**config.mk**
```make
export PLATFORM = sky130hd
export DESIGN_NAME = reg_load_arbiter
export DESIGN_NICKNAME = d
export VERILOG_FILES = /design/src/rtl/reg_load_arbiter_pkg.sv /design/src/rtl/reg_load_arbiter_rr_pick.sv /design/src/rtl/reg_load_arbiter.sv
export SDC_FILE = /design/constraint.sdc
export NUM_CORES = 1
export LEC_CHECK = 0
export CORE_MARGIN = 2
export CORE_UTILIZATION = 40
export DETAILED_ROUTE_END_ITERATION = 10
export GPL_ROUTABILITY_DRIVEN = 1
export HOLD_SLACK_MARGIN = 0.05
export PLACE_DENSITY = 0.88
export SKIP_CTS_REPAIR_TIMING = 1
export SLEW_MARGIN = 30
export SYNTH_ARGS = -nofsm -noshare
export SYNTH_HDL_FRONTEND = slang
export SYNTH_SLANG_ARGS = --single-unit
```
**constraint.sdc**
```tcl
create_clock -name clk -period 1.8 [get_ports clk]
set_clock_uncertainty 0.2 [all_clocks]
set_input_delay 0.36 -clock clk [delete_from_list [all_inputs] [get_ports clk]]
set_output_delay 0.36 -clock clk [all_outputs]
set_load 0.005 [all_outputs]
```
**src/rtl/reg_load_arbiter_pkg.sv**
```systemverilog
// Shared definitions for the round-robin register-load arbiter.
// Latency: n/a (types and constants only).
// Backpressure: n/a.
package reg_load_arbiter_pkg;

  // Default geometry: four requesters sharing a 4-bit register
  localparam int NREQ_DEF  = 4;
  localparam int WIDTH_DEF = 4;
  localparam int PW_DEF    = 2;

  // FSM encoding; LOAD and ACK are single bits so load/busy decode cleanly
  typedef enum logic [1:0] {
    ST_IDLE = 2'b00,
    ST_LOAD = 2'b01,
    ST_ACK  = 2'b10
  } state_t;

endpackage

```
**src/rtl/reg_load_arbiter_rr_pick.sv**
```systemverilog
// Round-robin winner search: first set req bit after ptr, wrapping modulo NREQ.
// Latency: purely combinational.
// Backpressure: none; vld is low when no request is pending.
module reg_load_arbiter_rr_pick
  import reg_load_arbiter_pkg::*;
#(
  parameter int NREQ = NREQ_DEF,
  parameter int PW   = PW_DEF
) (
  input  logic [NREQ-1:0] req,
  input  logic [PW-1:0]   ptr,
  output logic [PW-1:0]   winner,
  output logic            vld
);

  // Scan ptr+1, ptr+2, ... ptr+NREQ (ptr itself last) and keep the first hit
  always_comb begin
    logic [PW-1:0] w_idx;
    winner = '0;
    vld    = 1'b0;
    w_idx  = '0;
    for (int i = 1; i <= NREQ; i++) begin
      w_idx = PW'((int'(ptr) + i) % NREQ);
      if (!vld && req[w_idx]) begin
        vld    = 1'b1;
        winner = w_idx;
      end
    end
  end

endmodule

```
**src/rtl/reg_load_arbiter.sv**
```systemverilog
// Round-robin arbiter sharing one parallel-load register among NREQ requesters via 4-phase req/ack.
// Latency: req sampled at edge E1 -> register loaded and ack high after E2; ack clears one edge after req low.
// Backpressure: one transaction at a time; other requests wait until the FSM returns to IDLE.
module reg_load_arbiter
  import reg_load_arbiter_pkg::*;
#(
  parameter int NREQ  = NREQ_DEF,
  parameter int WIDTH = WIDTH_DEF,
  parameter int PW    = PW_DEF
) (
  input  logic                  clk,
  input  logic                  clear,
  input  logic [NREQ-1:0]       req,
  input  logic [NREQ*WIDTH-1:0] data,
  output logic [NREQ-1:0]       ack,
  output logic [WIDTH-1:0]      a,
  output logic                  load,
  output logic [PW-1:0]         owner,
  output logic                  busy
);

  state_t            r_state;
  logic [PW-1:0]     r_ptr;
  logic [PW-1:0]     r_owner;
  logic [NREQ-1:0]   r_ack;
  logic [WIDTH-1:0]  r_a;

  logic [PW-1:0]     w_winner;
  logic              w_vld;
  logic [NREQ-1:0]   w_owner_onehot;

  reg_load_arbiter_rr_pick #(
    .NREQ (NREQ),
    .PW   (PW)
  ) u_rr_pick (
    .req    (req),
    .ptr    (r_ptr),
    .winner (w_winner),
    .vld    (w_vld)
  );

  assign w_owner_onehot = NREQ'(1) << r_owner;

  // Handshake sequencer: arbitrate in IDLE, one LOAD cycle, hold ack until owner releases req
  always_ff @(posedge clk or negedge clear) begin
    if (!clear) begin
      r_state <= ST_IDLE;
      r_ptr   <= PW'(NREQ - 1);
      r_owner <= '0;
      r_ack   <= '0;
    end else begin
      case (r_state)
        ST_IDLE: begin
          if (w_vld) begin
            r_owner <= w_winner;
            r_state <= ST_LOAD;
          end
        end
        ST_LOAD: begin
          r_ack   <= w_owner_onehot;
          r_ptr   <= r_owner;
          r_state <= ST_ACK;
        end
        ST_ACK: begin
          // Only the owner's req matters here; everyone else waits for IDLE
          if (!req[r_owner]) begin
            r_ack   <= '0;
            r_state <= ST_IDLE;
          end
        end
        default: begin
          r_ack   <= '0;
          r_state <= ST_IDLE;
        end
      endcase
    end
  end

  // Shared register: captures the owner's data on the LOAD->ACK edge only
  always_ff @(posedge clk or negedge clear) begin
    if (!clear) begin
      r_a <= '0;
    end else if (r_state == ST_LOAD) begin
      r_a <= data[r_owner*WIDTH +: WIDTH];
    end
  end

  assign load  = (r_state == ST_LOAD);
  assign busy  = (r_state != ST_IDLE);
  assign ack   = r_ack;
  assign a     = r_a;
  assign owner = r_owner;

endmodule

```
# Word level (Yosys, flattened, before mapping)
# Index checks and enable logic that the tools add are counted.
dict set report op_classes {
  addsub 4
  n_lt_le_gt_ge 5
  n_eq_ne 4
  shift 2
  n_mux 23
  n_bitwise 1
  n_reduce_logical 11
}
# operator n
set ops {}
lappend ops {{$shiftx 16x5->4} 1}
lappend ops {{$lt 2x3->1 const B} 5}
lappend ops {{$mux 2} 6}
lappend ops {{$pmux 4 s3} 1}
lappend ops {{$bmux 1 s2} 5}
lappend ops {{$mux 1} 9}
lappend ops {{$pmux 2 s3} 1}
lappend ops {{$reduce_and 2->1} 3}
lappend ops {{$add 2x1->2 const B} 2}
lappend ops {{$add 2x2->2 const B} 2}
lappend ops {{$mux 4} 1}
lappend ops {{$shl 1x2->4 const A} 1}
lappend ops {{$logic_and 1x1->1} 3}
lappend ops {{$logic_not 1->1} 3}
lappend ops {{$eq 2x1->1 const B} 1}
lappend ops {{$eq 2x2->1 const B} 1}
lappend ops {{$logic_not 2->1} 1}
lappend ops {{$ne 2x1->1 const B} 1}
lappend ops {{$ne 2x2->1 const B} 1}
lappend ops {{$reduce_bool 2->1} 1}
lappend ops {{$not 1->1} 1}
dict set report word_totals {
  register_bits 14
  in_bits 22
  output_inout_bits 12
  word_cells 55
}

# Logic depth before layout (Yosys ltp)
dict set report depth {
  word_depth 15
  ltp_mapped 5
  depth_no_buf 4
}

# By module
# Synthesis repeated with hierarchy kept, for this count alone.
dict set report unflattened {
  hier_cells 67
  hier_area_um2 855.8
}
# module n_inst cells_per_inst area_each_um2 seq_area_each_um2
set by_module_without_submodules {}
lappend by_module_without_submodules {reg_load_arbiter 1 53 764.5 352.8}
lappend by_module_without_submodules {reg_load_arbiter_rr_pick 1 14 91.3 0.0}

# Worst setup path before layout
# No wires, ideal clock.
dict set report synth_path {
  kind {reg2reg}
  from {register r_owner[1], in the netlist owner[1]}
  to {register r_ack[2], in the netlist ack[2]}
  setup_time_ns 0.122
  arrival_ns 1.213
  t_required_ns 1.478
  path_slack_ns 0.265
  stages_incl_launch_ff 5
  n_path_buf 0
  cell_sequence {dfrtp_1 mux4_2 inv_2 a21oi_2 a32o_1}
}
dict set report synth_between {
  elab_chain_cells 4
  elab_cells_between_ends 6
  cone_classes {eq/ne (1); shift (1); mux (3); reduce/logical (1)}
}
# element line_no
set synth_lines {}
lappend synth_lines {{start, declared} reg_load_arbiter.sv:24} ;# logic [PW-1:0] r_owner;
lappend synth_lines {{start signal, assigned} reg_load_arbiter.sv:55} ;# r_owner <= w_winner;
lappend synth_lines {{$bmux 1 s2} reg_load_arbiter.sv:66} ;# if (!req[r_owner]) begin
lappend synth_lines {{$mux 1 (not written as such)} reg_load_arbiter.sv:66}
lappend synth_lines {{$ne 2x2->1 (no line)} n/a}
lappend synth_lines {{$reduce_and 2->1 (no line)} n/a}
lappend synth_lines {{end signal, assigned} reg_load_arbiter.sv:60} ;# r_ack <= w_owner_onehot;
lappend synth_lines {{end, declared} reg_load_arbiter.sv:25} ;# logic [NREQ-1:0] r_ack;
# Parallel ways exist; a longest one is shown, timed or not. The select of a mux whose other input is x is not followed.
# A chain may end at the register's enable or synchronous reset.

# Worst setup path in the final report
dict set report layout_path {
  from {register r_owner[1], in the netlist owner[1]}
  to {output owner[1]}
}
# element line_no
set layout_rtl {}
lappend layout_rtl {{end, declared} reg_load_arbiter.sv:18} ;# output logic [PW-1:0] owner,
# No word-level cell between the ends.

==> Flow_metrics.wiki <==
{| class="wikitable"
! Metric !! Value
|-
| Mapped Cells || 77
|-
| Number of global-route vias before repair || 699
|-
| Placeable core region || 1760 um^2
|-
| Met2 wirelength from detailed routing || 1.05 mm
|-
| Slowest CP cell || sky130_fd_sc_hd__clkdlybuf4s50_1
|-
| NumNets Final || 146
|-
| Netlist area before placement || between 700 and 800 um^2
|-
| Required @ worst endpoint || approximately 1.2 ns
|-
| Most used cells in the layout excluding fill and tap cells || 31 x sky130_fd_sc_hd__clkdlybuf4s50_1, 23 x sky130_fd_sc_hd__nand2_1, 12 x sky130_fd_sc_hd__buf_4
|-
| Die ar. || 2280 um^2
|-
| Fraction of final layout cells with drive strength greater than 1 || 0.252
|-
| Detailed-placement wirelength estimate || ~1.6 mm
|-
| Post-synth top area cell || sky130_fd_sc_hd__dfrtp_1
|-
| Power per Cell Area || between 1000 and 1500 nW/um^2
|-
| Maximum number of pins on one net before global-route repair || 15
|-
| Portion of total power attributed to sequential cells || 0.326
|-
| Met3 WL || 152 um
|-
| Effective utilization at floorplan || 0.435
|-
| Design Power || 1.86 mW
|-
| Critical register-to-register path endpoint || ack[2]
|-
| Tot GR Track Use || 0.198
|-
| TritonCTS clock tree || done
|-
| Global-route wire length before repair || 2.97 mm
|-
| Data arrival time at the worst-slack endpoint || 1.20 ns
|-
| Max stage delay on crit path || roughly 0.52 ns
|-
| Register-to-Register Path Depth || 4
|-
| Startpoint Class || register
|-
| Die height || between 40 and 50 um
|-
| Sort of element at the end of the critical path || output port
|-
| Share of the core filled with cells || 0.710
|-
| Launch point of the worst reg-to-reg path || owner[1]
|-
| Number of maximum-capacitance constraint violations || 0
|-
| Fin crit period || around 1.8 ns
|-
| Total clock sinks || 14
|-
| Achievable Freq || 568 MHz
|-
| Fill cell total of the finished layout || 137
|-
| Syn_nets || 99
|-
| FP Rows || 15
|-
| Highest routed layer || met4
|-
| Flop and latch count out of synthesis || 14
|-
| Final worst-path setup slack || 0.0402 ns
|-
| Final hold slack || 0.183 ns
|-
| Crit path to || owner[1]
|-
| Total number of vias || between 700 and 800
|-
| Average footprint of a synthesized cell || 9.96 um^2
|-
| Relative slew margins || 0.836
|-
| Slew Limit Fails || 0
|-
| Number of setup violations in the final report || 0
|-
| Slew at the pin closest to its max-slew limit || 0.245 ns
|-
| Number of DRC violations after detailed routing || 0
|-
| Net switching share of the total power || 0.355
|-
| CP cell instances || clkdlybuf4s50_1
|-
| Total negative setup slack || 0 ns
|-
| Worst hold-check path type || in -> async
|-
| Worst slack after detailed placement || -0.169 ns
|-
| Clock insertion delay at the later pin of the skew report || 0.29 ns
|-
| Detailed-router iteration count before antenna repair || 3
|-
| Diodes inserted || 0
|-
| Number of port buffers || 33
|-
| Clk buf depth || 2
|-
| Relative contribution of combinational cells to total power || 0.554
|-
| Most common cell after layout, fill and taps aside || sky130_fd_sc_hd__clkdlybuf4s50_1
|-
| Final Hold Violating Endpoints || 0
|-
| Number of distinct library cell variants in the gate-level netlist after synthesis || 24
|-
| Average detailed-routed wire length per instance || 13.7 um
|-
| Total buffers and inverters traversed by the critical path || 1
|-
| Flop2flop setup slack || 0.18 ns
|-
| Post-detailed-route via-to-cell ratio || 5.09
|-
| Start-to-end type of the worst setup path || reg -> out
|-
| Depth of the critical timing path with buffers and inverters included || 1
|-
| Metal1 wirelength || 794 um
|-
| Placer Congestion || 0.836
|-
| Register area share after synthesis || 0.460
|-
| Worst voltage drop across the vdd grid || 0.000791 V
|-
| Leakage power figure || 0.574 nW
|-
| Clock share of power || 0.120
|-
| Iteration-0 DRC count of the detailed router || 20
|-
| Total I/O pin count || 34
|-
| Buffer type at the clock tree root || sky130_fd_sc_hd__clkbuf_4
|-
| Area share of the largest cell type after synthesis || 0.392
|-
| Start point of the critical path || owner[1]
|-
| Largest cells by area after synthesis || sky130_fd_sc_hd__dfrtp_1 39%, sky130_fd_sc_hd__mux4_2 15%, sky130_fd_sc_hd__nand2_1 11%
|-
| Count of H-tree levels built during CTS || 1
|-
| Cell family with most CP delay || buffers and inverters
|-
| Final wirelength || between 2 and 2.5 mm
|-
| Clock transition at the register clock pins on the worst setup and hold paths after CTS || 0.08 ns
|-
| Crit path max fanout || 3
|-
| GRT Residual Overflow || 0
|-
| Tcrit/Tclk final || 0.978
|-
| Die width || ~48 um
|-
| Internal Dissipation || roughly 1.2 mW
|-
| Inserted Clock Buffers || 3
|-
| Outcome || completed
|-
| Number of routed nets with antenna violations || 0
|-
| Net switching power || about 660 uW
|-
| Number of antenna violations at the first check in global routing || 0
|-
| Layout Area Growth over Synthesis || 63.3%
|-
| Syn. warnings || 0
|}
power groups by stage:
stage / clock, mW / combinational, mW / sequential, mW
floorplan: 0 / 0.534 / 0.585
global placement: 0 / 0.945 / 0.610
detailed placement: 0 / 0.980 / 0.618
CTS: 0.233 / 0.983 / 0.611
global route: 0.247 / 1.14 / 0.628
finish: 0.224 / 1.03 / 0.606
flip-flops by register name (all words and copies together) (netlist names):
signal	flops
r_state	2
ack	4
owner	2
a	4
r_ptr	2
layer usage:
metal  vias to the layer above  GRT usage
li1                        362          -
met1                       364      0.216
met2                        23      0.349
met3                         4     0.0528
met4                         0     0.0973
met5                         -          0
Yosys cell counts:
master / n
sky130_fd_sc_hd__a21oi_2: 2
sky130_fd_sc_hd__inv_2: 2
sky130_fd_sc_hd__or2_1: 1
sky130_fd_sc_hd__buf_2: 2
sky130_fd_sc_hd__o21ai_0: 2
sky130_fd_sc_hd__a21o_1: 1
sky130_fd_sc_hd__nand2b_2: 1
sky130_fd_sc_hd__o22a_1: 1
sky130_fd_sc_hd__nor3_1: 2
sky130_fd_sc_hd__a32o_1: 2
sky130_fd_sc_hd__nand3b_1: 1
sky130_fd_sc_hd__dfrtp_1: 12
sky130_fd_sc_hd__nand2b_1: 3
sky130_fd_sc_hd__buf_4: 1
sky130_fd_sc_hd__nor2b_1: 2
sky130_fd_sc_hd__o31ai_1: 1
sky130_fd_sc_hd__nor2_1: 4
sky130_fd_sc_hd__nand2_1: 23
sky130_fd_sc_hd__o2bb2ai_1: 1
sky130_fd_sc_hd__a22oi_1: 1
sky130_fd_sc_hd__a21oi_1: 4
sky130_fd_sc_hd__mux4_2: 5
sky130_fd_sc_hd__inv_1: 1
sky130_fd_sc_hd__dfstp_2: 2
cell type report:
type,instances,area (um^2),share of cell area
inverter,3,11.3,0.00899
tap,25,31.3,0.0250
timing repair buffer,45,425,0.340
sequential,14,355,0.284
clock buffer,4,36.3,0.0290
multi-input combinational,57,393,0.314
worst min path at each step:
stage,from,endpoint,cells after the start
final,clear,r_state[1],2
after global routing,clear,ack[3],2
after CTS,clear,a[1],2
after detailed placement,ack[0],ack[0],1
after global placement,a[1],a[1],2
after floorplan,clear,a[0],0
per-stage QoR:
step | instance area, um^2 | std cells
after floorplan | 767 | 77
after CTS | 1220 | 146
after detailed placement | 1190 | 142
after global routing | 1250 | 148
after global placement | 1190 | 142
final | 1250 | 148
cells by family (layout without fill, tap and decap cells):
group / after synthesis / count (layout) / share of synthesized area
buffers and inverters: 6 / 52 / 0.0375
AND/OR/NAND/NOR: 37 / 37 / 0.215
flip-flops: 14 / 14 / 0.460
multiplexers: 5 / 5 / 0.147
AO/OA/AOI/OAI: 15 / 15 / 0.140
Note: power is estimated with default switching activity, not from simulation.
